`src/rtl/sync_fifo_wr_ctrl.sv`:
```
// Write-side controller of a synchronous FIFO: push gating, RAM write port, occupancy and status flags.
// Define SYNC_FIFO_AFULL_EN to add the registered almost_full output.
module sync_fifo_wr_ctrl #(
    parameter int unsigned DW        = 8,
    parameter int unsigned AW        = 3,
    parameter int unsigned AFULL_LVL = 6
) (
    input  logic          clk,
    input  logic          rst,
    input  logic          wr_en,
    input  logic [DW-1:0] wr_data,
    input  logic          ram_rd_en,
    input  logic          ovf_clr,
    output logic          ram_wr_en,
    output logic [AW-1:0] ram_wr_addr,
    output logic [DW-1:0] ram_wr_data,
    output logic          wr_ack,
    output logic          full,
    output logic [AW:0]   wr_count,
    output logic          overflow
`ifdef SYNC_FIFO_AFULL_EN
    ,
    output logic          almost_full
`endif
);

    localparam logic [AW:0] LP_DEPTH = {1'b1, {AW{1'b0}}};
    localparam logic [AW:0] LP_ONE   = (AW+1)'(1);

    logic [AW-1:0] r_wr_ptr;
    logic [AW:0]   r_wr_count;
    logic          r_full;
    logic          r_wr_ack;
    logic          r_overflow;
    logic          w_accept;
    logic          w_pop;
    logic [AW:0]   w_count_nxt;

    assign w_accept = wr_en & ~r_full;
    assign w_pop    = ram_rd_en & (r_wr_count != '0);

    // Simultaneous accept and pop cancel out, so occupancy only moves on one-sided traffic.
    always_comb begin
        w_count_nxt = r_wr_count;
        case ({w_accept, w_pop})
            2'b10:   w_count_nxt = r_wr_count + LP_ONE;
            2'b01:   w_count_nxt = r_wr_count - LP_ONE;
            default: w_count_nxt = r_wr_count;
        endcase
    end

    always_ff @(posedge clk or posedge rst) begin
        if (rst) begin
            r_wr_ptr   <= '0;
            r_wr_count <= '0;
            r_full     <= 1'b0;
            r_wr_ack   <= 1'b0;
            r_overflow <= 1'b0;
        end else begin
            if (w_accept) begin
                r_wr_ptr <= r_wr_ptr + AW'(1);
            end
            r_wr_count <= w_count_nxt;
            r_full     <= (w_count_nxt == LP_DEPTH);
            r_wr_ack   <= w_accept;
            // A fresh overflow takes priority over a clear in the same cycle.
            if (wr_en & r_full) begin
                r_overflow <= 1'b1;
            end else if (ovf_clr) begin
                r_overflow <= 1'b0;
            end
        end
    end

`ifdef SYNC_FIFO_AFULL_EN
    localparam logic [AW:0] LP_AFULL = (AW+1)'(AFULL_LVL);

    logic r_almost_full;

    always_ff @(posedge clk or posedge rst) begin
        if (rst) begin
            r_almost_full <= 1'b0;
        end else begin
            r_almost_full <= (w_count_nxt >= LP_AFULL);
        end
    end

    assign almost_full = r_almost_full;
`endif

    assign ram_wr_en   = w_accept;
    assign ram_wr_addr = r_wr_ptr;
    assign ram_wr_data = wr_data;
    assign wr_ack      = r_wr_ack;
    assign full        = r_full;
    assign wr_count    = r_wr_count;
    assign overflow    = r_overflow;

endmodule

```
`config.mk`:
```
export PLATFORM = sky130hd
export DESIGN_NAME = sync_fifo_wr_ctrl
export DESIGN_NICKNAME = d
export VERILOG_FILES = /design/src/rtl/sync_fifo_wr_ctrl.sv
export SDC_FILE = /design/constraint.sdc
export NUM_CORES = 1
export LEC_CHECK = 0
export CORE_MARGIN = 4
export CORE_UTILIZATION = 40
export DETAILED_ROUTE_END_ITERATION = 8
export GPL_ROUTABILITY_DRIVEN = 1
export GPL_TIMING_DRIVEN = 0
export PLACE_DENSITY = 0.82
export RECOVER_POWER = 25
export SLEW_MARGIN = 0
export SYNTH_ARGS = -nofsm -noshare
export SYNTH_HDL_FRONTEND = slang
export SYNTH_SLANG_ARGS = --single-unit
```
`constraint.sdc`:
```
create_clock -name clk -period 4.75 [get_ports clk]
set_input_delay 1.425 -clock clk [delete_from_list [all_inputs] [get_ports clk]]
set_output_delay 1.425 -clock clk [all_outputs]
set_load 0.02 [all_outputs]
```
==> metrics.txt <==
# TYPE chip_impl_metric gauge
chip_impl_info{name="status",value="finished clean"} 1
chip_impl_metric{name="multi_input_area",unit="um2"} 260
chip_impl_metric{name="grt_first_pass_wirelength",unit="um"} 1840
chip_impl_info{name="worst_hold_path.endpoint",value="ram_wr_addr[2]"} 1
chip_impl_info{name="tritoncts",value="yes"} 1
chip_impl_metric{name="worst-endpoint-arrival",unit="ns"} 2.92
chip_impl_metric{name="die_area",unit="mm2"} 0.00216
chip_impl_metric{name="cts_setup_buffers",unit=""} 0
chip_impl_metric{name="cts_made_buffers",unit=""} 3
chip_impl_metric{name="area.sequential",unit="um2"} 250
chip_impl_info{name="path_cells",value="clkdlybuf4s50_1, nor2b_1, clkbuf_1, clkdlybuf4s50_1"} 1
chip_impl_metric{name="initial_antenna_violation_count",unit=""} 0
chip_impl_metric{name="postSynthCellCount",unit=""} 54
chip_impl_metric{name="critPathMaxStageDelay",unit="ns"} 0.66
chip_impl_metric{name="antenna_cells_inserted",unit=""} 0
chip_impl_info{name="clock-root-buffer",value="sky130_fd_sc_hd__clkbuf_4"} 1
chip_impl_metric{name="io_buffer_count",unit=""} 23
chip_impl_metric{name="num-nets-final",unit=""} 100
chip_impl_metric{name="static-leakage-power",unit="nW"} 0.386
chip_impl_metric{name="synthDominantCellAreaShare",unit=""} 0.424
chip_impl_info{name="synth_top_area_cell",value="sky130_fd_sc_hd__dfrtp_1"} 1
chip_impl_metric{name="clkLatencyLatePin",unit="ns"} 0.26
chip_impl_info{name="worst-setup-path-type",value="in -> out"} 1
chip_impl_info{name="crit_top_cell",value="sky130_fd_sc_hd__clkdlybuf4s50_1"} 1
chip_impl_metric{name="period_needed",unit="ns"} 4.35
chip_impl_metric{name="cap_violations",unit=""} 0
chip_impl_metric{name="syn-num-nets",unit=""} 72
chip_impl_metric{name="global_routing_usage_summed_across_all_routing_layers",unit=""} 0.125
chip_impl_metric{name="antenna_left",unit=""} 0
chip_impl_info{name="tightest_hold_check_type",value="reg -> reg"} 1
chip_impl_metric{name="ios",unit=""} 32
chip_impl_metric{name="final_hold_viol_count",unit=""} 0
chip_impl_info{name="layout.cells.most_common_list",value="22 x sky130_fd_sc_hd__clkdlybuf4s50_1, 10 x sky130_fd_sc_hd__dfrtp_1, 8 x sky130_fd_sc_hd__buf_4"} 1
chip_impl_metric{name="clockBufferDepth",unit=""} 2
chip_impl_info{name="startpoint_of_the_worst_slack_reg_to_reg_timing_path",value="wr_count[0]"} 1
chip_impl_info{name="worst_r2r_dst",value="full"} 1
chip_impl_metric{name="worst_hold_slack",unit="ns"} 0.466
chip_impl_metric{name="fin_skew",unit="ns"} 0.00205
chip_impl_info{name="timing.critical_path.slowest_stage_cell",value="sky130_fd_sc_hd__clkdlybuf4s50_1"} 1
chip_impl_metric{name="fin_tns_setup",unit="ns"} 0
chip_impl_metric{name="grt_max_degree",unit=""} 11
chip_impl_metric{name="timing.final.max_slew_violations",unit=""} 0
chip_impl_metric{name="ys_seq_area_frac",unit=""} 0.424
chip_impl_metric{name="via_count",unit=""} 452
chip_impl_metric{name="synth_warnings",unit=""} 0
chip_impl_metric{name="worstHoldPathCells",unit=""} 1
chip_impl_metric{name="layout_setup_ws",unit="ns"} 0.402
chip_impl_metric{name="pre_cts_ws",unit="ns"} 0.385
chip_impl_metric{name="synth_cell_type_count",unit=""} 22
chip_impl_metric{name="slew_at_the_pin_closest_to_its_max_slew_limit",unit="ns"} 0.357
chip_impl_metric{name="ys_seq_elements",unit=""} 10
chip_impl_metric{name="die_h",unit="um"} 46.4
chip_impl_metric{name="timing.critical_path.required",unit="ns"} 3.32
chip_impl_metric{name="irDropWorstVdd",unit="V"} 0.000357
chip_impl_metric{name="first_global_vias",unit=""} 456
chip_impl_metric{name="wire_per_inst",unit="um"} 11.8
chip_impl_info{name="worstSetupStartpointType",value="input port"} 1
chip_impl_metric{name="ctsHoldBuffers",unit=""} 0
chip_impl_info{name="largest_cells_by_area_after_synthesis",value="sky130_fd_sc_hd__dfrtp_1 42%, sky130_fd_sc_hd__buf_4 10%, sky130_fd_sc_hd__ha_1 8.5%"} 1
chip_impl_metric{name="regToRegSetupSlack",unit="ns"} 2.20
chip_impl_info{name="most_common_cell_after_layout_fill_and_taps_aside",value="sky130_fd_sc_hd__clkdlybuf4s50_1"} 1
chip_impl_metric{name="detailed_router_iteration_count_before_antenna_repair",unit=""} 2
chip_impl_metric{name="worst_setup_hold_path_clk_slew",unit="ns"} 0.07
chip_impl_metric{name="synth.avg_cell_area",unit="um2"} 10.9
chip_impl_metric{name="power_density",unit="mW/mm2"} 612
chip_impl_metric{name="netlist_area",unit="um2"} 591
chip_impl_metric{name="drc",unit=""} 0
chip_impl_metric{name="die_extent_in_x",unit="um"} 46.4
chip_impl_info{name="hp-start",value="ram_wr_addr[2]"} 1
chip_impl_metric{name="core_area",unit="mm2"} 0.00135
chip_impl_metric{name="clock-sinks",unit=""} 10
chip_impl_metric{name="place_congestion",unit=""} 0.816
chip_impl_metric{name="min_period_over_period",unit=""} 0.915
chip_impl_metric{name="h-tree-depth",unit=""} 1
chip_impl_metric{name="gr-total-overflow",unit=""} 0
chip_impl_metric{name="timing.fmax",unit="MHz"} 230
chip_impl_metric{name="path_max_fanout",unit=""} 6
chip_impl_metric{name="drt-vias-per-instance",unit=""} 4.71
chip_impl_metric{name="dp_hpwl",unit="um"} 895
chip_impl_info{name="grt_setup_unrepaired",value="false"} 1
chip_impl_metric{name="layout.filler_cells",unit=""} 104
chip_impl_metric{name="totalWireLength",unit="um"} 1130
chip_impl_metric{name="ctsResizeCount",unit=""} 0
chip_impl_info{name="kind_of_end_point_of_the_critical_path",value="primary output"} 1
chip_impl_metric{name="rr_worst_depth",unit=""} 7
chip_impl_metric{name="area.growth.synth_to_final",unit="%"} 48.3
chip_impl_metric{name="drt_first_iter_violations",unit=""} 2
chip_impl_metric{name="drive_above_1_share",unit=""} 0.222
chip_impl_metric{name="initial_core_util",unit=""} 0.437
chip_impl_metric{name="core.rowCount",unit=""} 13
chip_impl_metric{name="setup_violations",unit=""} 0
chip_impl_metric{name="worst_slew_margin_rel",unit=""} 0.761
==> metal layers <==
metal  track usage  vias to the layer above  wire, um
li1              -                      226         -
met1         0.134                      201       459
met2         0.195                       23       508
met3        0.0430                        2       147
met4         0.102                        0        17
met5             0                        -         0
==> cell families after synthesis <==
logic type,synth area share
AO/OA/AOI/OAI,0.104
AND/OR/NAND/NOR,0.0868
buffers and inverters,0.136
adder cells (fa/ha/maj),0.119
multiplexers,0.0572
flip-flops,0.424
XOR/XNOR,0.0741
==> power breakdown <==
| part | leakage (nW) | internal [mW] | total [mW] | switching, mW |
|---|---|---|---|---|
| Sequential | 0.121 | 0.124 | 0.169 | 0.0446 |
| Clock | 0.0210 | 0.0465 | 0.0757 | 0.0291 |
| Combinational | 0.243 | 0.153 | 0.291 | 0.138 |
| Total | 0.386 | 0.324 | 0.536 | 0.211 |
==> final cells by class <==
class / count / share of cell area
Clock buffer: 4 / 0.0414
Tap cell: 15 / 0.0214
Timing Repair Buffer: 23 / 0.263
Buffer: 10 / 0.0786
Multi-Input combinational cell: 31 / 0.297
Sequential cell: 10 / 0.286
Inverter: 3 / 0.0129
==> worst max path at each step <==
stage,depth (start not counted),slack [ns],endpoint,startpoint
floorplan,9,1.26,full,wr_en
global placement,4,0.40,ram_wr_en,wr_en
detailed placement,4,0.38,ram_wr_en,wr_en
CTS,4,0.39,ram_wr_en,wr_en
global route,4,0.30,ram_wr_en,wr_en
finish,4,0.40,ram_wr_en,wr_en
==> Yosys cell counts, drive strengths merged <==
cell type  instances
nor3b              2
ha                 4
nand2              3
fa                 1
o21bai             1
nor2               2
inv                3
a211oi             1
a31oi              1
o41a               1
a21oi              1
mux2               3
dfrtp             10
nor2b              2
o21ai              3
nand3              1
xor2               1
xnor2              4
clkbuf             2
buf                8
==> stage by stage <==
stage          utilization  instances  total power, mW  area, um2
2_1_floorplan            -         54            0.350        591
3_5_place_dp         0.622         92            0.462        840
3_3_place_gp         0.622         92            0.456        840
4_1_cts              0.649         96            0.542        876
5_1_grt              0.649         96            0.577        876
6_report             0.649         96            0.536        876
==> state kept, by name, summed over array words and instances, names as in the netlist <==
name / count
full: 1
overflow: 1
ram_wr_addr: 3
wr_ack: 1
wr_count: 4
==> critical path: cells and delay by family <==
family                 cells  cell delay, ns
buffers and inverters      3            1.37
and+or+nand+nor            1            0.13
Note: power is estimated with default switching activity, not from simulation.
